[config.mk]
export PLATFORM = sky130hd
export DESIGN_NAME = serial_addsub_ctrl
export DESIGN_NICKNAME = d
export VERILOG_FILES = /design/src/rtl/serial_addsub_ctrl.sv
export SDC_FILE = /design/constraint.sdc
export NUM_CORES = 1
export LEC_CHECK = 0
export BUFFER_PORTS_ARGS = -buffer_cell sky130_fd_sc_hd__clkbuf_2
export CORE_MARGIN = 5
export CORE_UTILIZATION = 25
export CTS_CLUSTER_DIAMETER = 150
export DETAILED_ROUTE_END_ITERATION = 10
export SYNTH_ARGS = -nofsm -noshare
export SYNTH_HDL_FRONTEND = slang
export SYNTH_SLANG_ARGS = --single-unit
[constraint.sdc]
create_clock -name clk -period 1.63 [get_ports clk]
set_input_delay 0.2445 -clock clk [delete_from_list [all_inputs] [get_ports clk]]
set_output_delay 0.2445 -clock clk [all_outputs]
set_load 0.02 [all_outputs]
[src/rtl/serial_addsub_ctrl.sv]
// ---------------------------------------------------------------------------
// serial_addsub_ctrl
//
// Bit-serial adder/subtractor. A single 1-bit full-adder slice is reused
// over WIDTH cycles, LSB first, with the carry held in a flop between
// cycles. Operands are taken on a valid/ready input handshake. The result
// is offered on a valid/ready output handshake.
//
// Optional feature: define SERIAL_ADDSUB_OVF_EN to add the Ovf output
// (signed two's-complement overflow). Without the macro the port and its
// flop are absent.
//
// Ports:
//   clk        rising-edge clock
//   rst_n      asynchronous active-low reset
//   in_valid   A, B and Sub are valid this cycle
//   in_ready   block can accept operands (high only while idle)
//   A, B       WIDTH-bit operands, sampled on accept
//   Sub        0 = A+B, 1 = A-B, sampled on accept
//   out_valid  Sum/Cout (and Ovf) are valid
//   out_ready  consumer takes the result
//   Sum        WIDTH-bit result, modulo 2^WIDTH
//   Cout       carry out of the MSB; for subtraction 1 means no borrow
//   Busy       an operation is running or its result is waiting
//   Ovf        (SERIAL_ADDSUB_OVF_EN only) signed overflow
// ---------------------------------------------------------------------------
module serial_addsub_ctrl #(
    parameter int WIDTH = 8
) (
    input  logic             clk,
    input  logic             rst_n,
    input  logic             in_valid,
    output logic             in_ready,
    input  logic [WIDTH-1:0] A,
    input  logic [WIDTH-1:0] B,
    input  logic             Sub,
    output logic             out_valid,
    input  logic             out_ready,
    output logic [WIDTH-1:0] Sum,
    output logic             Cout,
    output logic             Busy
`ifdef SERIAL_ADDSUB_OVF_EN
    ,
    output logic             Ovf
`endif
);

    localparam int CW = (WIDTH > 1) ? $clog2(WIDTH) : 1;

    typedef enum logic [1:0] {
        IDLE,
        RUN,
        DONE
    } state_t;

    state_t          state;
    logic [WIDTH-1:0] opa;
    logic [WIDTH-1:0] opb;
    logic [WIDTH-1:0] res;
    logic             carry;
    logic [CW-1:0]    cnt;

    logic             s_bit;
    logic             c_bit;
    logic             last_bit;

    // The single full-adder slice. It always looks at the current LSBs of
    // the operand shift registers and the held carry.
    always_comb begin
        s_bit    = opa[0] ^ opb[0] ^ carry;
        c_bit    = (opa[0] & opb[0]) | (opa[0] & carry) | (opb[0] & carry);
        last_bit = (cnt == CW'(WIDTH - 1));
    end

    // Controller and datapath. Subtraction is A + ~B + 1: B is inverted
    // on load and the carry flop starts at 1. Result bits enter at the MSB
    // of the result register, so after WIDTH shifts the first bit computed
    // sits at bit 0. The handshake outputs are registered along with the
    // state so they never glitch.
    always_ff @(posedge clk or negedge rst_n) begin
        if (!rst_n) begin
            state     <= IDLE;
            opa       <= '0;
            opb       <= '0;
            res       <= '0;
            carry     <= 1'b0;
            cnt       <= '0;
            Sum       <= '0;
            Cout      <= 1'b0;
            out_valid <= 1'b0;
            in_ready  <= 1'b1;
            Busy      <= 1'b0;
`ifdef SERIAL_ADDSUB_OVF_EN
            Ovf       <= 1'b0;
`endif
        end else begin
            case (state)
                IDLE: begin
                    if (in_valid) begin
                        opa      <= A;
                        opb      <= B ^ {WIDTH{Sub}};
                        carry    <= Sub;
                        cnt      <= '0;
                        res      <= '0;
                        in_ready <= 1'b0;
                        Busy     <= 1'b1;
                        state    <= RUN;
                    end
                end

                RUN: begin
                    res   <= {s_bit, res[WIDTH-1:1]};
                    opa   <= opa >> 1;
                    opb   <= opb >> 1;
                    carry <= c_bit;
                    if (last_bit) begin
                        // The carry flop still holds the carry into the
                        // MSB here, so overflow is that XOR the carry out.
                        Sum       <= {s_bit, res[WIDTH-1:1]};
                        Cout      <= c_bit;
                        out_valid <= 1'b1;
`ifdef SERIAL_ADDSUB_OVF_EN
                        Ovf       <= carry ^ c_bit;
`endif
                        state     <= DONE;
                    end else begin
                        cnt <= cnt + 1'b1;
                    end
                end

                DONE: begin
                    if (out_ready) begin
                        out_valid <= 1'b0;
                        in_ready  <= 1'b1;
                        Busy      <= 1'b0;
                        state     <= IDLE;
                    end
                end

                default: begin
                    out_valid <= 1'b0;
                    in_ready  <= 1'b1;
                    Busy      <= 1'b0;
                    state     <= IDLE;
                end
            endcase
        end
    end

endmodule
==> metrics.md <==
| Metric | Value |
|---|---|
| Layout cell share with drive strength beyond 1 | roughly a third |
| Total track usage | between 8 and 9% |
| DP Worst Slack | approximately 0.042 ns |
| Io pins | 33 |
| # diodes | 0 |
| Final Hold Vio Count | 0 |
| Clk_lat worst skew | just under 0.3 ns |
| Clock Sinks | between 40 and 50 |
| Synth warnings | 0 |
| Synth Register Bits | 41 |
| Detailed-route DRC error count | 0 |
| Mapped Nets | about 190 |
| Crit path arrival time | 1.68 ns |
| Detailed Route WL | roughly 3800 um |
| First-pass GRT wire length | 6600 um |
| Critical path's slowest cell | dfrtp_1 |
| PnR worst setup slack | 0.132 ns |
| Worst path bufs/invs | 0 |
| Outcome | finished clean |
| Worst setup SP type | flip-flop |
| Final min period | 1.50 ns |
| Slew margin rel. | 61.0% |
| Clock share of power | 20.4% |
| Setup violators final | 0 |
| Sw Ratio | around a third |
| Initial antenna violation count | 0 |
| Critical-path cell list | ha_1 -> ha_2 -> nor2_1 -> mux2_2 -> a22o_1 |
| Register area share after synthesis | 52.4% |
| Placed cells | slightly below 300 |
| Die footprint | between 9000 and 10,000 um^2 |
| Top cell type's share of synthesized area | 51.1% |
| TritonCTS clock tree | yes |
| Pwr dens | 1790 nW/um^2 |
| Nets@finish | roughly 220 |
| F_max | 668 MHz |
| Largest net degree at the start of global routing | 42 |
| Setup crit end | cnt[0]$_DFFE_PN0P_ |
| Sequential power share | between 40% and 50% |
| Vias per inst | 4.43 |
| Reg clk slew, reported paths | 0.08 ns |
| Required time of the critical path | ~1.8 ns |
| Worst path depth | 5 |
| H-tree levels | 2 |
| Non-Filler Instances | 298 |
| Synthesis-to-finish area growth | 19.3% |
| Die W | 98.6 um |
| Vias | 1,320 |
| Maximum vdd ir drop | between 500 and 600 uV |
| Number of global-route vias before repair | between 1,000 and 1,500 |
| Reg2reg start | cnt[0]$_DFFE_PN0P_ |
| Mean routed wirelength per cell | 12.7 um |
| Total power | 4190 uW |
| Hold_buf cts | 0 |
| CTS Buffer Depth | 2 |
| RSZ-0062 raised after global routing | no |
| Antenna viol nets, final | 0 |
| Post-synthesis cell type count | 33 |
| Actual slew at the worst max-slew pin | 0.584 ns |
| Worst r2r path cells | 5 |
| Reg-to-Reg End | cnt[0]$_DFFE_PN0P_ |
| Max Slew Vio Count | 0 |
| CP delay by family, top | adder cells |
| Commonest non-fill, non-tap cell in the layout | dfrtp_1 |
| WS Path Type | reg2reg |
| Leakage power | 0.00115 uW |
| RePlAce Congestion | 0.683 |
| First DRT Iteration DRCs | 65 |
| CP max stage delay | 0.39 ns |
| Crit-path max FO | 7 |
| HPWL after DPL | 2730 um |
| HP Class | in2async |
| Int Power | 2750 uW |
| Buffers on Ports | 32 |
| Total gr overflow | 0 |
| Post-Syn Area per Cell | 12.2 um^2 |
| Initial Utilization | 25.5% |
| Mapped Area | 1960 um^2 |
| Post-cts gate resize count | 0 |
| Fillers | 808 |
| Pre-Repair DR Iteration Count | 4 |
| Setup TNS | 0 ns |
| Num CTS Buffers | 5 |
| # rows | 32 |
| Root buffer cell | clkbuf_8 |
| Core Util, Final | between 30% and 40% |
| Comb pwr share | 38.7% |
| CORE AREA | 7690 um^2 |
| Most frequent cells in the layout | dfrtp_1, clkbuf_2, nand2_1 |
| Setup bufs post-CTS | 0 |
| Max-Cap Viols | 0 |
| Crit path from | cnt[0]$_DFFE_PN0P_ |
| Final clock period utilization by the worst path | roughly nine tenths |
| Largest area contributor in the netlist | dfrtp_1 |
| Switch Pwr | 1450 uW |
| R2r setup slk | roughly 0.13 ns |
| Top cells by area, synth | dfrtp_1, mux2_4, a22o_1, mux2i_1, a22oi_1 |
| CP Capture Type | flip-flop |
| Die height | 98.6 um |
| Skew final | 0.00449 ns |
| Post-Syn Instances | 161 |
-- registers in the layout (all words and copies together) (netlist names) --
signal and flops:
Sum 8, opa 8, opb 8, res 7
cnt 3, state 2, Busy 1, Cout 1
carry 1, in_ready 1, out_valid 1
-- cell type report --
class	count	area, um^2	share of cell area [%]
sequential	41	1030	43.9
clock buffer	6	82.6	3.53
timing repair buffer	39	213	9.10
clock inverter	2	37.5	1.61
inverter	5	18.8	0.803
multi-input combinational	103	832	35.6
tap	102	128	5.46
-- synth_stat cells --
cell type / instances
ha_1: 2
nor3b_1: 1
clkbuf_1: 2
mux2_4: 9
nand2_8: 1
o32ai_1: 3
o21ai_1: 6
buf_8: 1
buf_4: 2
clkbuf_2: 1
a21oi_1: 5
dfrtp_1: 40
o21bai_4: 1
nand2_1: 16
a22oi_1: 8
a221o_1: 3
o21ai_0: 6
o22a_1: 1
mux2i_1: 8
a22o_1: 12
or3b_1: 1
buf_6: 2
xnor2_1: 3
inv_1: 5
nor2_1: 5
xor2_1: 5
fa_1: 1
buf_2: 4
o22ai_1: 1
dfstp_2: 1
nor2b_4: 1
mux2_2: 1
nor2b_1: 3
-- kinds of logic after synthesis --
kind of cell    after synthesis  share of synthesized area [%]
compound gates               46                           17.4
xor+xnor                      8                           3.57
fa+ha+maj                     3                           2.30
buf+inv                      17                           5.30
flops                        41                           52.4
mux                          18                           11.6
simple gates                 28                           7.53
-- per-stage QoR --
step | hold slack (ns) | area, um^2
detailed placement | 0.343 | 2220
global placement | 0.341 | 2220
floorplan | -0.0511 | 1960
finish | 0.00742 | 2340
CTS | 0.0241 | 2340
global route | 0.0488 | 2340
-- worst min-delay path by stage --
stage,slack [ns],endpoint
2_1_floorplan,-0.05,Busy$_DFFE_PN0P_
3_3_place_gp,0.34,Sum[4]$_DFFE_PN0P_
3_5_place_dp,0.34,Sum[4]$_DFFE_PN0P_
4_1_cts,0.02,Sum[4]$_DFFE_PN0P_
5_1_grt,0.05,Sum[4]$_DFFE_PN0P_
6_report,0.007,Sum[4]$_DFFE_PN0P_
-- power groups by stage --
| stage | clock network [uW] | logic (uW) | registers, uW |
|---|---|---|---|
| floorplan | 0 | 1190 | 1810 |
| global placement | 0 | 1620 | 1720 |
| detailed placement | 0 | 1650 | 1740 |
| CTS | 892 | 1660 | 1720 |
| global route | 940 | 1820 | 1780 |
| finish | 855 | 1620 | 1720 |
-- layer usage --
metal  vias up  track usage, %  routed length [um]
met3         7            2.76                 203
met1       642            11.6                1810
met5         -               0                   0
met2        28            12.5                1730
li1        643               -                   -
met4         0            2.84                  48
Note: power is estimated with default switching activity, not from simulation.
